## config.mk

```make
export PLATFORM = sky130hd
export DESIGN_NAME = key_debounce
export DESIGN_NICKNAME = d
export VERILOG_FILES = /design/src/rtl/key_pkg.sv /design/src/rtl/sync_2ff.sv /design/src/rtl/key_debounce.sv
export SDC_FILE = /design/constraint.sdc
export NUM_CORES = 1
export LEC_CHECK = 0
export ABC_CLOCK_PERIOD_IN_PS = 4350
export BUFFER_PORTS_ARGS = -buffer_cell sky130_fd_sc_hd__buf_4
export CAP_MARGIN = 5
export CORE_ASPECT_RATIO = 0.6
export CORE_UTILIZATION = 49
export DETAILED_ROUTE_END_ITERATION = 10
export GPL_ROUTABILITY_DRIVEN = 0
export PLACE_DENSITY_LB_ADDON = 0.3
export SLEW_MARGIN = 10
export SYNTH_ARGS = -nofsm -noshare
export SYNTH_HDL_FRONTEND = slang
export SYNTH_HIERARCHICAL = 1
export SYNTH_SLANG_ARGS = --single-unit
```

## constraint.sdc

```tcl
create_clock -name cp -period 4.35 [get_ports cp]
set_input_delay 0.87 -clock cp [delete_from_list [all_inputs] [get_ports cp]]
set_output_delay 0.87 -clock cp [all_outputs]
set_load 0.005 [all_outputs]
```

## src/rtl/key_pkg.sv

```systemverilog
`default_nettype none
// +----------------------------------------------------------------------------+
// | Module   : key_pkg                                                         |
// | Purpose  : Shared definitions for the push-button debounce stage: FSM      |
// |            state encoding and default qualification constants.            |
// | Ports    : none (package)                                                  |
// | Revision : 1.0  initial release                                            |
// +----------------------------------------------------------------------------+
package key_pkg;

  // 10 ms at the 100 MHz board oscillator.
  localparam int KEY_STABLE_10MS = 1_000_000;
  localparam int KEY_CNT_W       = 20;

  typedef enum logic [1:0] {
    IDLE_LOW  = 2'd0,
    WAIT_HIGH = 2'd1,
    IDLE_HIGH = 2'd2,
    WAIT_LOW  = 2'd3
  } key_state_e;

endpackage : key_pkg
`default_nettype wire

```

## src/rtl/sync_2ff.sv

```systemverilog
`default_nettype none
// +----------------------------------------------------------------------------+
// | Module   : sync_2ff                                                        |
// | Purpose  : Two-flop synchroniser bringing an asynchronous level into the   |
// |            clock domain. Both stages clear to 0 on reset.                  |
// | Ports    : clk_i  - destination clock (rising edge)                        |
// |            rst_ni - asynchronous active-low reset                          |
// |            d_i    - asynchronous input level                               |
// |            q_o    - synchronised level (second stage)                      |
// | Revision : 1.0  initial release                                            |
// +----------------------------------------------------------------------------+
module sync_2ff (
  input  logic clk_i,
  input  logic rst_ni,
  input  logic d_i,
  output logic q_o
);

  logic s1_q;
  logic s2_q;

  always_ff @(posedge clk_i or negedge rst_ni) begin
    if (!rst_ni) begin
      s1_q <= 1'b0;
      s2_q <= 1'b0;
    end else begin
      s1_q <= d_i;
      s2_q <= s1_q;
    end
  end

  assign q_o = s2_q;

endmodule : sync_2ff
`default_nettype wire

```

## src/rtl/key_debounce.sv

```systemverilog
`default_nettype none
// +----------------------------------------------------------------------------+
// | Module   : key_debounce                                                    |
// | Purpose  : Synchronises one raw push-button, accepts a new level only      |
// |            after it has been stable for STABLE_CYCLES clocks, and emits    |
// |            the clean level plus one-cycle press/release strobes.          |
// | Ports    : cp          - system clock (rising edge)                        |
// |            rd          - asynchronous active-low reset                     |
// |            key_in      - raw, bouncing, asynchronous key level             |
// |            key_level   - debounced level (direct flop output)              |
// |            key_press   - one-cycle strobe on key_level 0->1                |
// |            key_release - one-cycle strobe on key_level 1->0                |
// |            busy        - high while a level change is being qualified      |
// | Revision : 1.0  initial release                                            |
// +----------------------------------------------------------------------------+
module key_debounce
  import key_pkg::*;
#(
  parameter int STABLE_CYCLES = KEY_STABLE_10MS,
  parameter int CNT_W         = KEY_CNT_W
) (
  input  logic cp,
  input  logic rd,
  input  logic key_in,
  output logic key_level,
  output logic key_press,
  output logic key_release,
  output logic busy
);

  // Count value on which the new level is committed; the counter starts at 0
  // on the cycle the WAIT state is entered.
  localparam logic [CNT_W-1:0] c_cnt_last = CNT_W'(STABLE_CYCLES - 1);

  logic             key_sync;
  key_state_e       state_q,   state_d;
  logic [CNT_W-1:0] cnt_q,     cnt_d;
  logic             level_q,   level_d;
  logic             press_q,   press_d;
  logic             release_q, release_d;

  sync_2ff u_sync (
    .clk_i  (cp),
    .rst_ni (rd),
    .d_i    (key_in),
    .q_o    (key_sync)
  );

  always_ff @(posedge cp or negedge rd) begin
    if (!rd) begin
      state_q   <= IDLE_LOW;
      cnt_q     <= '0;
      level_q   <= 1'b0;
      press_q   <= 1'b0;
      release_q <= 1'b0;
    end else begin
      state_q   <= state_d;
      cnt_q     <= cnt_d;
      level_q   <= level_d;
      press_q   <= press_d;
      release_q <= release_d;
    end
  end

  // The counter is cleared on every state exit, so it can never pass
  // c_cnt_last and no wrap handling is needed.
  always_comb begin
    state_d   = state_q;
    cnt_d     = cnt_q;
    level_d   = level_q;
    press_d   = 1'b0;
    release_d = 1'b0;

    case (state_q)
      IDLE_LOW: begin
        if (key_sync) begin
          state_d = WAIT_HIGH;
          cnt_d   = '0;
        end
      end

      WAIT_HIGH: begin
        if (!key_sync) begin
          // Bounce: drop the pending change without a strobe.
          state_d = IDLE_LOW;
          cnt_d   = '0;
        end else if (cnt_q == c_cnt_last) begin
          state_d = IDLE_HIGH;
          cnt_d   = '0;
          level_d = 1'b1;
          press_d = 1'b1;
        end else begin
          cnt_d = cnt_q + CNT_W'(1);
        end
      end

      IDLE_HIGH: begin
        if (!key_sync) begin
          state_d = WAIT_LOW;
          cnt_d   = '0;
        end
      end

      WAIT_LOW: begin
        if (key_sync) begin
          state_d = IDLE_HIGH;
          cnt_d   = '0;
        end else if (cnt_q == c_cnt_last) begin
          state_d   = IDLE_LOW;
          cnt_d     = '0;
          level_d   = 1'b0;
          release_d = 1'b1;
        end else begin
          cnt_d = cnt_q + CNT_W'(1);
        end
      end

      default: begin
        state_d = IDLE_LOW;
        cnt_d   = '0;
        level_d = 1'b0;
      end
    endcase
  end

  // key_level feeds a downstream clock input, so it comes straight from a flop.
  assign key_level   = level_q;
  assign key_press   = press_q;
  assign key_release = release_q;
  assign busy        = (state_q == WAIT_HIGH) || (state_q == WAIT_LOW);

endmodule : key_debounce
`default_nettype wire

```

==> summary by stage <==
Clock network
The clock tree from TritonCTS is done. The root buffer cell chosen for the clock tree is sky130_fd_sc_hd__clkbuf_8. The clock latency reported for the late side of the worst-skew pair is 280 ps. The number of post-CTS setup repair buffers is 0. The worst-case clock buffer depth is 2. In this run, post-CTS hold repair placed 0 buffers. The number of sinks on the clock net is 27. The total clock buffers created by CTS is 3. The clock slew seen by the registers of the worst setup and hold paths is 90 ps.

The count of H-tree levels built during CTS is 1. The number of cells upsized or downsized after cts is 0.

Routing
In this run the remaining antenna-violating nets after routing total 0. The final routed wire length divided by cell count is 16.42 um. The length of the first detailed-routing pass in iterations is 4.

The DRC violation count after routing is 0. After detailed routing, the number of vias per cell comes to 6.215. The wire length after detailed routing is 2907 um. The number of vias in the routed layout is 1100. The number of DRC markers after the initial detailed-route iteration is 89.

Global route
The overall global routing resource usage is 0.2083. The first global-routing pass estimated 4781 um of wire. The initial antenna violation count was 0. For this run the aggregate overflow at the end of global routing stands at 0.

The number of global-route vias before repair came to 950. Entering global routing, the biggest net connects 28 pins.

Final layout
Leaving out fill and tap cells, the most frequent cell in the layout is sky130_fd_sc_hd__dfrtp_1. The library cells used most frequently in the layout, excluding fill and tap cells, are sky130_fd_sc_hd__dfrtp_1, sky130_fd_sc_hd__nand2_1, sky130_fd_sc_hd__o21ai_0. The number of fill cells is 231. 0 antenna diodes ended up in the layout. The fraction of layout cells with a size suffix above 1 is 0.1448. In the final design database the tool counted 150 nets. The area added between synthesis and finish is 6.941%.

STA
The final-report setup violation count is 0. For the pin with the worst max-slew slack, the measured transition is 901.8 ps. The worst setup slack after layout is 2151 ps.

Across the routed clock network, the largest skew measured is 5.612 ps. The final count of hold timing violations is 0. The final period demand of the worst path is 2199 ps.

The max-slew headroom at the worst pin is 0.3988. The final-layout setup total negative slack is 0 ps. The peak clock frequency supported by timing is 454.8 MHz. Setup repair after global routing left no endpoint under its margin. The number of max-slew violations in the final report is 0.

In the finished design, the share of the clock period the worst path needs comes to 0.5055.

Place
The count of buffers added on input and output ports is 6. The placement-stage worst setup slack is 2193 ps. The detailed placement HPWL is 2073 um.

Yosys
The count of cell types in the netlist is 37. The mean area per synthesized cell is 9.648 um^2. The area of the mapped netlist is 1370 um^2. The number of warnings issued by yosys is 6. The cell count after synthesis came out at 142. For this run, the register share of the synthesized area comes to 0.4932. When the netlist entered floorplanning its net count stood at 146. The synthesized design contains 27 register bits.

Critical path
Traced cell by cell, the critical path runs through ha_1 > nand3_1 > nor3_2 > a21oi_2 > o21ai_0 > a31oi_1. The critical path startpoint category is a flop. On the critical path, the stage with the largest delay is an instance of sky130_fd_sc_hd__a21oi_2. The largest stage delay on the critical path is 710 ps.

The required arrival time at the worst endpoint is 4550 ps. The critical path capture point type is a flop. The start-to-end type of the worst setup path is flop to flop. The biggest fanout along the worst timing path is 22. At the worst endpoint, the arrival time is 2400 ps.

Die
The die outline area is 3019 um^2. The initial utilization of the core area, before any placement, comes to 0.5321. The die span in x is 70.27 um. The number of cell rows is 14. In this run the standard cell core region covers 2575 um^2. In this run the count of I/O pins placed on the die edge is 7. The floorplan step set the die height to 42.96 um.

Run
The number of violations of the max-capacitance limit is 0.

Power
IR analysis of the VDD net gives a maximum drop of 0.2573 mV. The overall power is 653.2 uW. The analysis attributes to cell leakage a power of 0.0006162 uW. Power spread over the standard cell area amounts to 445.8 nW/um^2.

Worst hold path
The path category of the worst min-delay check is flop to flop.

Status
The flow ran to the end, and the final reports show no timing, DRC or antenna violations.
## worst max-delay path, delay by kind of cell (launching register included)
family | cells | cell delay (ps)
AND/OR/NAND/NOR | 2 | 330
AO/OA/AOI/OAI | 3 | 1120
flip-flops | 1 | 440
adder cells (fa/ha/maj) | 1 | 240
## cell families (layout without fill, tap and decap cells)
group / Yosys count / in the layout / synth area share
AO/OA/AOI/OAI: 38 / 38 / 0.1808
adder cells (fa/ha/maj): 1 / 1 / 0.009131
flip-flops: 27 / 27 / 0.4932
multiplexers: 2 / 2 / 0.01826
buffers and inverters: 9 / 12 / 0.03195
XOR/XNOR: 6 / 6 / 0.03836
AND/OR/NAND/NOR: 59 / 59 / 0.2283
## path summary, 6_finish.rpt
kind                                        from                    to  slack [ps]  cells past startpoint
max                         cnt_q[0]$_DFFE_PN0P_  cnt_q[8]$_DFFE_PN0P_        2150                      6
min                        u_sync/s1_q$_DFF_PN0_  u_sync/q_o$_DFF_PN0_         360                      0
max reg2reg                 cnt_q[0]$_DFFE_PN0P_  cnt_q[8]$_DFFE_PN0P_        2150                      6
min reg2reg                u_sync/s1_q$_DFF_PN0_  u_sync/q_o$_DFF_PN0_         360                      0
max in group asynchronous                     rd  cnt_q[3]$_DFFE_PN0P_        3610                      1
min in group asynchronous                     rd  cnt_q[7]$_DFFE_PN0P_         490                      1
## state kept, by name (all words and copies together), names as in the netlist, named ones only
register / flops
key_level: 1
key_press: 1
key_release: 1
u_sync/q_o: 1
u_sync/s1_q: 1
state_q: 1
cnt_q: 20
## cell usage after synthesis, drive strengths merged
library cell | number | share of area
dfrtp | 27 | 0.49
nand2 | 19 | 0.054
o21ai | 12 | 0.044
a31oi | 11 | 0.050
nand3 | 10 | 0.037
nor2 | 9 | 0.025
nand4 | 7 | 0.032
a21oi | 5 | 0.021
xor2 | 5 | 0.032
clkbuf | 4 | 0.012
a21o | 3 | 0.022
a22o | 3 | 0.019
a41oi | 3 | 0.019
and3 | 3 | 0.015
buf | 3 | 0.015
nor3 | 3 | 0.018
inv | 2 | 0.0055
and2 | 1 | 0.0064
and4 | 1 | 0.0073
and4bb | 1 | 0.0091
ha | 1 | 0.0091
mux2 | 1 | 0.011
mux2i | 1 | 0.0073
nor2b | 1 | 0.0046
nor3b | 1 | 0.0055
nor4b | 1 | 0.0064
o31ai | 1 | 0.0055
or2 | 1 | 0.0046
or3 | 1 | 0.0046
xnor2 | 1 | 0.0064
## metal layers
layer  vias up  wire (um)  track usage
met1       525       1511       0.3328
met4         0         13      0.03600
met2        35       1196       0.2819
met3         2        185      0.04988
li1        538          -            -
met5         -          0            0
## power by group
| group | internal (uW) | total, uW | switching, uW | leakage, uW |
|---|---|---|---|---|
| combinational | 74.7 | 207 | 132 | 0.000224 |
| clock | 64.4 | 144 | 79.8 | 0.0000255 |
| sequential | 271 | 302 | 31.3 | 0.000367 |
## final cells by class
cell class	count	area, um^2	share of cell area
inverters	2	7.507	0.005124
well taps	32	40.04	0.02733
multi-input cells	106	650.6	0.4441
repair buffers	6	45.04	0.03074
clock inverters	1	5.005	0.003416
flip-flops and latches	27	675.6	0.4611
clock buffers	3	41.29	0.02818
## metrics by stage
step	hold WS (ps)	utilization	std cells	instance area, um^2
2_1_floorplan	331.2	-	142	1370
3_3_place_gp	333.4	0.5510	173	1419
3_5_place_dp	337.1	0.5510	173	1419
4_1_cts	359.0	0.5690	177	1465
5_1_grt	361.9	0.5690	177	1465
6_report	356.6	0.5690	177	1465
Note: power is estimated with default switching activity, not from simulation.
